## src/rtl/load_store_unit.sv

```systemverilog
// rtl/load_store_unit.sv - byte/half/word load-store initiator for dataMem with read-modify-write stores
module load_store_unit (
    input  logic        clk,
    input  logic        reset,
    input  logic        reqValid,
    output logic        reqReady,
    input  logic        reqWrite,
    input  logic [1:0]  reqSize,
    input  logic        reqSigned,
    input  logic [23:0] reqAddr,
    input  logic [31:0] reqData,
    output logic        respValid,
    output logic [31:0] respData,
    output logic        respFault,
    output logic [21:0] memAddress,
    output logic [31:0] memDataOut,
    output logic        memWriteEnable,
    input  logic [31:0] memDataIn
);

    typedef enum logic [1:0] {IDLE, READ, WRITE, RESP} state_t;

    state_t      state;
    logic        latWrite;
    logic [1:0]  latSize;
    logic        latSigned;
    logic [1:0]  latLane;
    logic [31:0] latData;
    logic        faultReg;
    logic [31:0] wordReg;

    logic        reqFault;
    logic [7:0]  laneByte;
    logic [15:0] laneHalf;
    logic [31:0] loadResult;
    logic [31:0] mergedWord;

    assign reqReady = (state == IDLE) && reset;

    // Illegal size or an access that does not sit on its natural alignment.
    always_comb begin
        reqFault = 1'b0;
        case (reqSize)
            2'b01:   reqFault = reqAddr[0];
            2'b10:   reqFault = (reqAddr[1:0] != 2'b00);
            2'b11:   reqFault = 1'b1;
            default: reqFault = 1'b0;
        endcase
    end

    // Pick the addressed lane out of the captured word and extend it.
    always_comb begin
        laneByte = 8'h00;
        case (latLane)
            2'd0: laneByte = wordReg[7:0];
            2'd1: laneByte = wordReg[15:8];
            2'd2: laneByte = wordReg[23:16];
            2'd3: laneByte = wordReg[31:24];
            default: laneByte = 8'h00;
        endcase
        laneHalf   = latLane[1] ? wordReg[31:16] : wordReg[15:0];
        loadResult = wordReg;
        case (latSize)
            2'b00:   loadResult = {{24{latSigned & laneByte[7]}}, laneByte};
            2'b01:   loadResult = {{16{latSigned & laneHalf[15]}}, laneHalf};
            default: loadResult = wordReg;
        endcase
    end

    // Replace the target lane(s) of the word being read, keeping the rest.
    always_comb begin
        mergedWord = memDataIn;
        if (latSize == 2'b00) begin
            case (latLane)
                2'd0: mergedWord[7:0]   = latData[7:0];
                2'd1: mergedWord[15:8]  = latData[7:0];
                2'd2: mergedWord[23:16] = latData[7:0];
                2'd3: mergedWord[31:24] = latData[7:0];
                default: mergedWord = memDataIn;
            endcase
        end else if (latLane[1]) begin
            mergedWord[31:16] = latData[15:0];
        end else begin
            mergedWord[15:0] = latData[15:0];
        end
    end

    // Request FSM; memory-side and response outputs are all registered here.
    always_ff @(posedge clk or negedge reset) begin
        if (!reset) begin
            state          <= IDLE;
            latWrite       <= 1'b0;
            latSize        <= 2'b00;
            latSigned      <= 1'b0;
            latLane        <= 2'b00;
            latData        <= 32'h0;
            faultReg       <= 1'b0;
            wordReg        <= 32'h0;
            respValid      <= 1'b0;
            respFault      <= 1'b0;
            respData       <= 32'h0;
            memAddress     <= 22'h0;
            memDataOut     <= 32'h0;
            memWriteEnable <= 1'b0;
        end else begin
            respValid <= 1'b0;
            respFault <= 1'b0;
            respData  <= 32'h0;
            case (state)
                IDLE: begin
                    if (reqValid) begin
                        latWrite  <= reqWrite;
                        latSize   <= reqSize;
                        latSigned <= reqSigned;
                        latLane   <= reqAddr[1:0];
                        latData   <= reqData;
                        faultReg  <= reqFault;
                        if (reqFault) begin
                            state <= RESP;
                        end else begin
                            memAddress <= reqAddr[23:2];
                            if (reqWrite && (reqSize == 2'b10)) begin
                                memDataOut     <= reqData;
                                memWriteEnable <= 1'b1;
                                state          <= WRITE;
                            end else begin
                                state <= READ;
                            end
                        end
                    end
                end
                READ: begin
                    wordReg <= memDataIn;
                    if (latWrite) begin
                        memDataOut     <= mergedWord;
                        memWriteEnable <= 1'b1;
                        state          <= WRITE;
                    end else begin
                        state <= RESP;
                    end
                end
                WRITE: begin
                    memWriteEnable <= 1'b0;
                    state          <= RESP;
                end
                RESP: begin
                    respValid <= 1'b1;
                    respFault <= faultReg;
                    respData  <= (faultReg || latWrite) ? 32'h0 : loadResult;
                    state     <= IDLE;
                end
                default: state <= IDLE;
            endcase
        end
    end

endmodule

```

## config.mk

```make
export PLATFORM = sky130hd
export DESIGN_NAME = load_store_unit
export DESIGN_NICKNAME = d
export VERILOG_FILES = /design/src/rtl/load_store_unit.sv
export SDC_FILE = /design/constraint.sdc
export NUM_CORES = 1
export LEC_CHECK = 0
export ABC_AREA = 0
export CAP_MARGIN = 25
export CORE_ASPECT_RATIO = 1.25
export CORE_MARGIN = 2
export CORE_UTILIZATION = 49
export CTS_CLUSTER_SIZE = 8
export DETAILED_ROUTE_END_ITERATION = 7
export GPL_TIMING_DRIVEN = 0
export PLACE_DENSITY = 0.81
export SYNTH_ARGS = -nofsm -noshare
export SYNTH_HDL_FRONTEND = slang
export SYNTH_SLANG_ARGS = --single-unit
```

## constraint.sdc

```tcl
create_clock -name clk -period 2.71 [get_ports clk]
set_clock_uncertainty 0.05 [all_clocks]
set_input_delay 0.542 -clock clk [delete_from_list [all_inputs] [get_ports clk]]
set_output_delay 0.542 -clock clk [all_outputs]
set_load 0.005 [all_outputs]
```

==> key figures <==
Setup path
  – Worst-path fanout max: 10
  – Startpoint Class: flop
  – Worst reg2reg path startpoint: state[1]
  – CP max stage delay: 0.41 ns
  – R2R Setup Slk: roughly 0.21 ns
  – CP Capture Type: flop
  – Critical Path Slowest Stage Cell: clkbuf_1
  – WP data arrival: 2.76 ns
  – Required @ worst endpoint: 2.97 ns
  – Crit path launch: state[1]
  – WS Path Type: flop to flop
  – RR Endpoint: memDataOut[12]
  – CP most frequent cell: clkbuf_1
  – Register-to-Register Path Depth: 7
  – Critical Path Sink: memDataOut[12]
  – Crit-path cells: inv_1 -> ha_1 -> clkbuf_1 -> nand2_1 -> clkbuf_1 -> o221ai_1 -> mux2_1

Cells and area
  – Synth-to-Final Area Change: 39.3%
  – Layout cells sized above 1: 16.9%
  – Post-route cell area: 9390 um2
  – Fin util: 70.3%
  – Fin nets: 861

Drt
  – Vias per cell: 5.71
  – Via count: 5408
  – Post-DR wirelength/cell: ~21 um
  – Residual DRC count: 0
  – Residual antenna-violating net count after detailed routing: 0
  – DR iter-0 viols: roughly 450
  – DRT Wirelength: 19800 um
  – TritonRoute pass-1 iters: 5

Floorplanning
  – I/O pins: 185
  – Die Y: 135 um
  – Row count: 47
  – Die Width: 109 um
  – Starting Density: 50.5%
  – DIE AREA: 14700 um2
  – Core Area: about 13000 um2

Pwr
  – Combinational share of power: 45.4%
  – Internal power: slightly above 0.007 W
  – P_sw: 0.00403 W
  – Leakage: about 4.4 nW
  – Clock power frac: ~20%
  – Peak supply drop: between 600 and 700 uV
  – PwrDens: 1200 nW/um2
  – Sequential share of power: 34.5%
  – Sw Ratio: 35.9%

Yosys
  – Synth top area share: between 50% and 60%
  – Top cells by area, synth: dfrtp_1 54%, mux2_2 10%, mux2i_1 7.3%
  – Yosys cell types: 41
  – Mapped cell area: 6740 um2
  – Synth area leader: dfrtp_1
  – Syn_nets: 658
  – Count leader, synth: dfrtp_1
  – Ys async rst share: 100%
  – EDFF count, synth: 0
  – Synth warn: 0
  – Most common library cells after synthesis: 146 x dfrtp_1, 62 x mux2_2, 52 x inv_1
  – Synth Instances: 559
  – Synthesized flop and latch total: 146
  – Synth Flop Type: dfrtp_1
  – Synth Area per Inst: 12.1 um2
  – Proportion of synthesized chip area in sequential cells: 54.2%

Clocking
  – Clock-pin transition on the worst setup and hold timing paths: 0.06 ns
  – CTS tree: done
  – H-tree depth: 4
  – CTS Buf Count: 17
  – # hold bufs at CTS: 0
  – CTS Buffer Depth: 2
  – Root buffer cell: clkbuf_16
  – Clk Latency, worst-skew pair: 0.43 ns
  – Postcts setup bufs: 0
  – # clock sinks: 146

STA
  – Count of pins over their slew limit: 0
  – RSZ-0062 raised after global routing: false
  – Fin. Hold Viols: 0
  – Hold_ws: about 0.034 ns
  – Slew HR: 46.3%
  – Final min period: around 2.5 ns
  – Setup_tns: 0 ns
  – Setup Viol. Count Final: 0
  – Period utilization: between 90% and 100%
  – FMAX: 399 MHz
  – Worst-margin pin slew: around 0.8 ns

Global routing
  – Largest net degree at the start of global routing: 84
  – Initial antenna violation count: 1
  – Remaining Overflow, GRT: 0
  – Vias in the first global route: 5611
  – GRT Util Overall: 28.4%
  – First-pass GRT wire length: approximately 31000 um

Worst hold path
  – HP Class: input pin to async pin

Run status
  – Outcome: finished clean

Flow run
  – Max-cap violations: 0

Placement
  – IO buf count: 184
  – Placed Area: 8820 um2
  – Final RePlAce weighted congestion: 0.882
  – Post-DP HPWL: 14900 um
==> critical path: cells and delay by family, from the launching register on <==
| family | cells | cell delay [ns] |
|---|---|---|
| buf+inv | 3 | 0.77 |
| flops | 1 | 0.38 |
| simple gates | 1 | 0.35 |
| mux | 1 | 0.34 |
| fa+ha+maj | 1 | 0.25 |
| compound gates | 1 | 0.24 |
==> layout make-up <==
| class | instances | area, um2 |
|---|---|---|
| fill | 948 | 3960 |
| sequential | 146 | 3650 |
| multi-input combinational | 326 | 2740 |
| timing repair buffer | 185 | 1870 |
| clock buffer | 19 | 433 |
| tap | 171 | 214 |
| inverter | 52 | 195 |
| buffer | 34 | 156 |
| clock inverter | 13 | 129 |
| antenna | 1 | 2.50 |
==> worst min path at each step <==
stage | end | depth (start not counted) | startpoint | slack (ns)
floorplan | faultReg | 0 | reset | 0.20
global placement | respData[18] | 1 | wordReg[18] | 0.41
detailed placement | respData[20] | 1 | wordReg[20] | 0.42
CTS | memAddress[12] | 1 | reset | 0.07
global route | memAddress[17] | 1 | reset | 0.10
finish | memAddress[12] | 1 | reset | 0.03
==> layer usage <==
metal	up-vias	GRT usage (%)	wire length, um
li1	2427	-	-
met3	46	6.35	1350
met5	-	0	0
met1	2677	35.8	7670
met2	258	46.7	10100
met4	0	12.3	626
==> power groups by stage <==
stage / clock network [W] / registers (W) / logic, W
after floorplan: 0 / 0.00372 / 0.00290
after CTS: 0.00226 / 0.00386 / 0.00508
final: 0.00226 / 0.00388 / 0.00510
after detailed placement: 0 / 0.00387 / 0.00504
after global placement: 0 / 0.00382 / 0.00491
after global routing: 0.00237 / 0.00398 / 0.00550
==> per-stage QoR <==
stage,std cells,setup WS (ns),total power (W)
after global routing,947,0.00266,0.0118
after CTS,946,0.108,0.0112
after global placement,914,-4.52,0.00874
after detailed placement,915,-0.168,0.00891
after floorplan,559,0.616,0.00661
final,947,0.206,0.0112
==> logic make-up (layout without fill, tap and decap cells) <==
group	Yosys count	count (layout)	share of synthesized area, %
adders and majority gates	4	4	0.743
AOI/OAI and AO/OA	114	114	12.9
other	0	1	0
buffers and inverters	87	303	5.25
DFF	146	146	54.2
muxes	126	126	20.9
and+or+nand+nor	82	82	6.01
==> what timing repair did <==
action / CTS / global route
gates cloned: 0 / 0
gates resized for setup: 0 / 2
endpoints found under the setup margin: 1 / 11
==> cells in the final DEF (no fill, tap or decap), drive strengths merged, types with 2 or more instances in the layout <==
cell type / instances
or3: 2
a222oi: 16
a31oi: 8
clkinvlp: 4
clkbuf: 37
nor2: 11
and2: 3
mux2: 76
nand2b: 19
mux2i: 49
nor2b: 2
o221a: 7
clkinv: 4
a21o: 17
nand2: 37
ha: 4
o22ai: 2
buf: 18
clkdlybuf4s50: 183
a221oi: 8
inv: 56
nor3b: 2
nor3: 2
o21ai: 28
o221ai: 16
dfrtp: 146
a21oi: 6
==> registers in the layout (all words and copies together), names as in the netlist, 2 cells and up <==
signal,count
wordReg,32
memDataOut,32
state,2
memAddress,22
latLane,2
latSize,2
latData,16
respData,32
Power figures use the tool's default switching activity.
